<file path="src/rtl/pipe_stage_buf.sv">
// Elastic pipeline-stage register: DEPTH-entry circular buffer with valid/ready
// handshake, synchronous flush, and control bits zeroed on bubbles.

module pipe_stage_entry #(
  parameter int W = 8
) (
  input  logic         clk,
  input  logic         rst,
  input  logic         we_i,
  input  logic [W-1:0] d_i,
  output logic [W-1:0] q_o
);
  logic [W-1:0] q_q;

  always_ff @(posedge clk) begin
    if (!rst)      q_q <= '0;
    else if (we_i) q_q <= d_i;
  end

  assign q_o = q_q;
endmodule

module pipe_stage_buf #(
  parameter int DATA_W = 69,
  parameter int CTRL_W = 2,
  parameter int DEPTH  = 2,
  parameter int CNT_W  = $clog2(DEPTH+1)
) (
  input  logic              clk,
  input  logic              rst,
  input  logic              flush,
  input  logic              in_valid,
  output logic              in_ready,
  input  logic [DATA_W-1:0] in_data,
  input  logic [CTRL_W-1:0] in_ctrl,
  output logic              out_valid,
  input  logic              out_ready,
  output logic [DATA_W-1:0] out_data,
  output logic [CTRL_W-1:0] out_ctrl,
  output logic [CNT_W-1:0]  level
);
  localparam int PW = (DEPTH > 1) ? $clog2(DEPTH) : 1;

  typedef struct packed {
    logic [DATA_W-1:0] data;
    logic [CTRL_W-1:0] ctrl;
  } ent_t;

  logic [PW-1:0]    wp_q, wp_d, rp_q, rp_d;
  logic [CNT_W-1:0] cnt_q, cnt_d;
  logic             push, pop;
  logic [DEPTH-1:0] we;
  ent_t             wr_ent, head;
  ent_t             ent_q [DEPTH];

  function automatic logic [PW-1:0] ptr_nxt(input logic [PW-1:0] p);
    return (p == PW'(DEPTH-1)) ? '0 : p + PW'(1);
  endfunction

  assign in_ready  = (cnt_q != CNT_W'(DEPTH));
  assign out_valid = (cnt_q != '0);
  assign push      = in_valid & in_ready;
  assign pop       = out_valid & out_ready;
  assign wr_ent    = '{data: in_data, ctrl: in_ctrl};

  // Squashed pushes never touch storage.
  genvar g;
  generate
    for (g = 0; g < DEPTH; g++) begin : g_ent
      assign we[g] = push & ~flush & (wp_q == PW'(g));
      pipe_stage_entry #(.W($bits(ent_t))) u_ent (
        .clk  (clk),
        .rst  (rst),
        .we_i (we[g]),
        .d_i  (wr_ent),
        .q_o  (ent_q[g])
      );
    end
  endgenerate

  always_comb begin
    head = '0;
    for (int i = 0; i < DEPTH; i++)
      if (rp_q == PW'(i)) head = ent_q[i];
  end

  assign out_data = head.data;
  assign out_ctrl = out_valid ? head.ctrl : '0;
  assign level    = cnt_q;

  always_comb begin
    wp_d  = wp_q;
    rp_d  = rp_q;
    cnt_d = cnt_q;
    if (flush) begin
      wp_d  = '0;
      rp_d  = '0;
      cnt_d = '0;
    end else begin
      if (push) wp_d = ptr_nxt(wp_q);
      if (pop)  rp_d = ptr_nxt(rp_q);
      case ({push, pop})
        2'b10:   cnt_d = cnt_q + CNT_W'(1);
        2'b01:   cnt_d = cnt_q - CNT_W'(1);
        default: cnt_d = cnt_q;
      endcase
    end
  end

  always_ff @(posedge clk) begin
    if (!rst) begin
      wp_q  <= '0;
      rp_q  <= '0;
      cnt_q <= '0;
    end else begin
      wp_q  <= wp_d;
      rp_q  <= rp_d;
      cnt_q <= cnt_d;
    end
  end
endmodule

</file>
<file path="config.mk">
export PLATFORM = sky130hd
export DESIGN_NAME = pipe_stage_buf
export DESIGN_NICKNAME = d
export VERILOG_FILES = /design/src/rtl/pipe_stage_buf.sv
export SDC_FILE = /design/constraint.sdc
export NUM_CORES = 1
export LEC_CHECK = 0
export ABC_AREA = 1
export CORE_MARGIN = 1
export CORE_UTILIZATION = 23
export CTS_CLUSTER_DIAMETER = 100
export CTS_CLUSTER_SIZE = 24
export DETAILED_ROUTE_END_ITERATION = 8
export HOLD_SLACK_MARGIN = 0.06
export PLACE_DENSITY_LB_ADDON = 0.1
export SKIP_LAST_GASP = 1
export SLEW_MARGIN = 20
export SYNTH_ARGS = -nofsm -noshare
export SYNTH_HDL_FRONTEND = slang
export SYNTH_SLANG_ARGS = --single-unit
</file>
<file path="constraint.sdc">
create_clock -name clk -period 1.8 [get_ports clk]
set_input_delay 0.36 -clock clk [delete_from_list [all_inputs] [get_ports clk]]
set_output_delay 0.36 -clock clk [all_outputs]
set_load 0.005 [all_outputs]
</file>
; ---- Word-level counts from Yosys, hierarchy flattened
; Index checks and enable logic that the tools add are counted.
[op_classes]
n_addsub = 4
eq_ne = 3
mux = 5
bitwise_logic = 8
n_reduce_logical = 3
[ops]
columns = operator, count
row1 = 71-bit two-way mux, 1
row2 = 1-bit AND, 5
row3 = 2-bit case mux with 2 select lines, 1
row4 = 2-bit nonzero test, 2
row5 = 1-bit NOT, 3
row6 = "1-bit adder, second input constant", 2
row7 = "2-bit by 1-bit adder with 2-bit output, second input constant", 1
row8 = "2-bit by 1-bit equality test with 1-bit output, second input constant", 1
row9 = "2-bit equality test, second input constant", 1
row10 = 1-bit two-way mux, 2
row11 = 2-bit two-way mux, 1
row12 = "2-bit != test, second input constant", 1
row13 = 2-bit OR reduction, 1
row14 = "2-bit by 1-bit subtractor with 2-bit output, second input constant", 1
[word_totals]
reg_bits = 146
in_bits = 76
output_inout_bits = 75
elab_cells = 28

; ---- Longest topological paths before layout
[logic_depth]
depth_word = 4
mapped_depth = 9
depth_no_buf = 9

; ---- Cells and area by module
; Synthesis repeated with hierarchy kept, for this count alone.
[hier_totals]
hier_cells = 1166
area_unflattened_um2 = 7029.2
[by_module_without_submodules]
columns = module, n_inst, cells_each, area_each_um2, seq_area_each_um2
row1 = pipe_stage_entry, 2, 450, 2932.8, 1421.4
row2 = pipe_stage_buf, 1, 266, 1163.6, 80.1

; ---- Least setup slack after synthesis
; No wires, ideal clock.
[synth_path]
path_type = register to register
startpoint = register cnt_q[0] (netlist: level[0])
endpoint = register cnt_q[0] (netlist: level[0])
setup_ns = 0.070
arrival_ns = 1.324
required_ns = 1.730
slack_ns = 0.406
stages_incl_launch_ff = 7
n_path_buf = 0
period_less_slack_ns = 1.394
path_cell_list = dfxtp_1 inv_2 nand2_4 nand2_2 ha_1 or2_2 a21oi_1
[synth_between]
elab_chain_len = 4
word_cells_on_any_way = 10
cone_classes = add/sub (2) / eq/ne (3) / mux (1) / bitwise (2) / reduce/logical (2)
[synth_lines]
columns = item, line_no
row1 = "start, declared", 50  ; logic [CNT_W-1:0] cnt_q, cnt_d;
row2 = "start signal, assigned", 118  ; cnt_q <= cnt_d;
row3 = 2-bit != test (*), 60  ; assign in_ready = (cnt_q != CNT_W'(DEPTH));
row4 = via in_ready, 33  ; output logic in_ready,
row5 = 1-bit AND (*), 62  ; assign push = in_valid & in_ready;
row6 = 2-bit by 1-bit equality test with 1-bit output / 2-bit equality test (equally long branches), 102  ; case ({push, pop})
row7 = 2-bit case mux with 2 select lines / 2-bit nonzero test (equally long branches), -
; Mark *: on every way through the listed nets, which the timed path passes. The rest lies on a longest branch.
; A chain may end at the register's enable or synchronous reset.

; ---- Final worst setup path
[layout_path]
startpoint = register rp_q
endpoint = output port out_data[32]
[layout_between]
elab_chain_len = 1
[layout_lines]
columns = item, line_no
row1 = "start, declared", 49  ; logic [PW-1:0] wp_q, wp_d, rp_q, rp_d;
row2 = "start signal, assigned", 117  ; rp_q <= rp_d;
row3 = 71-bit two-way mux, 84  ; if (rp_q == PW'(i)) head = ent_q[i];
row4 = "end, declared", 38  ; output logic [DATA_W-1:0] out_data,
; Every way passes these cells.

==> results.md <==
- Setup violations remaining at the end of the flow were counted as 66.
- The required time reported for the critical path endpoint is 1.44 ns.
- Hold repair after CTS inserted 0 buffers.
- The highest ir drop seen on vdd is 0.0005249 V.
- At the pin with the least slew margin, the transition time is ~0.39 ns.
- The run finished, with violations left.
- The number of nets handed over by synthesis was 1315.
- The average instance in the mapped netlist occupies 5.933 µm².
- The finished layout holds 1838 standard cells, fillers aside.
- The via count of the first global-routing pass is around 6500.
- The fmax is 495.3 MHz.
- The summed negative setup slack over all endpoints is -6.456 ns.
- The per-cell routed wire length is between 10 and 15 µm.
- After layout, the worst path uses 112.2% of the clock period.
- The width of the die is 180.7 µm.
- Global routing finished with a remaining overflow of 0.
- After floorplanning, the core was sized to cover 31470 µm².
- On the final layout, the worst clock skew is 0.01861 ns.
- The I/O pin total is 151.
- The maximum root-to-sink buffer count is 2.
- The H-tree generated during clock tree synthesis spans 4 levels.
- Once routing completed, OpenROAD measured the worst setup slack at -0.2190 ns.
- The final layout contains routed wiring with a total length of 24190 µm.
- Summing the sequential cell areas from Yosys gives 39.80% of the chip area.
- The die height is 180.7 µm.
- Once detail routing completed, the nets flagged for antenna violations numbered 0.
- The wire length of the first global-routing pass is 34210 µm.
- The number of standard-cell rows in the floorplan is 65.
- The worst slew margin relative to its limit is 74.19%.
- In the routed design, unresolved DRC markers number 0.
- The Yosys step of the flow raised 0 warnings.
- The checks that failed: setup timing.
- The clock transition at the register clock pins on the worst setup and hold paths after CTS is 0.06 ns.
- The tree is rooted in a sky130_fd_sc_hd__clkbuf_16.
- The critical path start-end classification is reg2out.
- The most frequent standard cell in the layout excluding fill and tap cells is sky130_fd_sc_hd__nand2_1.
- At the end of the flow, the number of nets in the layout was 1500.
- The layout-stage area growth over the synthesis result is 49.74%.
- The ratio of cells with drive above 1 in the final layout is 20.26%.
- For this block, the initial DRC count from the detailed router was 274.
- The half-perimeter wire length of the detailed placement result is 13670 µm.
- STA classifies the critical path startpoint as a flip-flop.
- The number of antenna diodes in the final layout is 0.
- The count of port buffers added during placement is 150.
- Synthesis produced a netlist whose cell count is roughly 1200.
- By area the synthesized netlist is led by sky130_fd_sc_hd__dfxtp_1 40%, sky130_fd_sc_hd__nand2_1 18%, sky130_fd_sc_hd__inv_1 15%.
- The type of the tightest min-delay check is in2reg.
- The number of buffers created by CTS is 17.
- The routed layout has 7225 vias.
- Leaving out fill and tap cells, the most frequent cells in the layout are 327 x sky130_fd_sc_hd__nand2_1, 288 x sky130_fd_sc_hd__inv_1, 217 x sky130_fd_sc_hd__nor2_1.
- The number of slew-limit violations in the final report came to 0.
- The final count of hold timing violations is 0.
- Global routing consumed, over all layers together, 13.32% of the routing resources.
- After detailed placement, the design holds a cell count of 1757.
- The standby leakage power is 6.009 nW.
- The synthesized design devotes to its leading area cell type around 40% of total area.
- The final weighted congestion in routability-driven placement is 0.6883.
- After detailed routing, the number of vias per cell comes to 3.931.
- The post-synthesis cell type with the largest combined area is sky130_fd_sc_hd__dfxtp_1.
- The initial antenna violation count is 1.
- After synthesis, the netlist uses 20 different library cells.
- Once the floorplan was initialized, standard cells occupied between 20% and 30% of the core.
- Counting the fill cells in the layout gives 3402.
- The clock tree from TritonCTS is yes.
- For the worst setup path, the data arrival time is between 1.5 and 2 ns.
- The floorplan die area is 32650 µm².
- Entering global routing, the biggest net connects 43 pins.
- The count of state elements after synthesis is about 150.
- The detailed-routing iteration count for the pre-antenna-repair pass is 5.
- The shortest clock period the worst path allows after layout is 2.019 ns.
- In this run the power density over the cells is 778.5 nW/µm².
- The clock insertion delay at the later pin of the skew report is 0.43 ns.
- The maximum net fanout on the critical path is 6.
- The worst setup path is captured at an output pin.
- Setup repair after global routing could not meet its margin everywhere.
- Across the run, the number of max-cap violations was 0.
- The mapped netlist covers 7345 µm².
- The total number of clock tree sinks is 146.
- The worst hold margin is about 0.36 ns.
state kept, by name, summed over array words and instances, names as in the netlist:
name and count:
g_ent.u_ent.q_o 142, level 2, rp_q 1, wp_q 1
worst max-delay path, cell delays in order, from the launching register on:
cell                        delay (ns)
sky130_fd_sc_hd__dfxtp_4          0.38
sky130_fd_sc_hd__buf_12           0.14
sky130_fd_sc_hd__buf_4            0.13
sky130_fd_sc_hd__buf_8            0.13
sky130_fd_sc_hd__clkbuf_16        0.17
sky130_fd_sc_hd__o21ai_1          0.13
sky130_fd_sc_hd__buf_2            0.15
metal layers:
| metal | wire length [µm] | up-vias | track usage, % |
|---|---|---|---|
| li1 | - | 3916 | - |
| met1 | 12270 | 3197 | 17.66 |
| met2 | 11000 | 100 | 21.51 |
| met3 | 753 | 12 | 3.124 |
| met4 | 158 | 0 | 3.590 |
| met5 | 0 | - | 0 |
cells in the mapped netlist:
master / count
sky130_fd_sc_hd__nand2_2: 1
sky130_fd_sc_hd__buf_1: 6
sky130_fd_sc_hd__nand4_4: 1
sky130_fd_sc_hd__nand2_4: 2
sky130_fd_sc_hd__nand3_1: 72
sky130_fd_sc_hd__buf_6: 7
sky130_fd_sc_hd__o21ai_0: 73
sky130_fd_sc_hd__nor2_2: 1
sky130_fd_sc_hd__clkinv_2: 1
sky130_fd_sc_hd__or2_2: 1
sky130_fd_sc_hd__dfxtp_1: 146
sky130_fd_sc_hd__inv_1: 289
sky130_fd_sc_hd__inv_2: 1
sky130_fd_sc_hd__nor2_1: 218
sky130_fd_sc_hd__clkbuf_1: 32
sky130_fd_sc_hd__buf_2: 22
sky130_fd_sc_hd__buf_4: 1
sky130_fd_sc_hd__ha_1: 1
sky130_fd_sc_hd__nand2_1: 357
sky130_fd_sc_hd__a21oi_1: 6
timing repair:
action                                  CTS  global route
endpoints found under the setup margin   73            72
pin swaps                                 1            47
resized for setup                        24           401
cloned                                    0            18
setup buffers                             0            32
per-stage QoR:
step / utilization (%) / power, mW / instance area, µm² / setup WS [ns]
global placement: 30.04 / 4.834 / 9454 / -0.04582
global route: 34.94 / 9.049 / 11000 / -0.3041
finish: 34.94 / 8.562 / 11000 / -0.2190
floorplan: - / 4.151 / 7345 / 0.4061
detailed placement: 30.04 / 4.830 / 9454 / -0.03305
CTS: 32.01 / 8.652 / 10080 / -0.4655
kinds of logic (layout without fill, tap and decap cells):
| family | after synthesis | count (layout) | synth area share (%) |
|---|---|---|---|
| buf+inv | 359 | 557 | 19.51 |
| fa+ha+maj | 1 | 1 | 0.1703 |
| simple gates | 653 | 653 | 35.15 |
| flops | 146 | 146 | 39.80 |
| compound gates | 79 | 79 | 5.383 |
final cells by class:
cell class / count / area, µm² / area share (%)
Multi-Input combinational cell: 733 / 3506 / 31.88
Sequential cell: 146 / 2929 / 26.63
Timing Repair Buffer: 234 / 2355 / 21.41
Inverter: 291 / 1094 / 9.943
Tap cell: 402 / 503.0 / 4.573
Clock buffer: 20 / 466.7 / 4.243
Clock inverter: 12 / 145.1 / 1.320
final timing paths:
| path | startpoint | end | slack [ns] | cells after the start |
|---|---|---|---|---|
| worst max-delay path | rp_q$_SDFFE_PP0P_ | out_data[32] | -0.22 | 6 |
| worst max register to register | level[0]$_SDFFE_PP0P_ | level[0]$_SDFFE_PP0P_ | 0.33 | 6 |
| worst min register to register | g_ent[1].u_ent.q_o[32]$_SDFFE_PN0P_ | g_ent[1].u_ent.q_o[32]$_SDFFE_PN0P_ | 0.51 | 4 |
| worst min-delay path | rst | g_ent[0].u_ent.q_o[0]$_SDFFE_PN0P_ | 0.36 | 3 |
power by group:
| part | switching (mW) | internal [mW] | total [mW] |
|---|---|---|---|
| Sequential | 0.0557 | 3.39 | 3.44 |
| Combinational | 0.744 | 0.647 | 1.39 |
| Clock | 1.54 | 2.18 | 3.73 |
| Total | 2.34 | 6.22 | 8.56 |
Power figures use the tool's default switching activity.
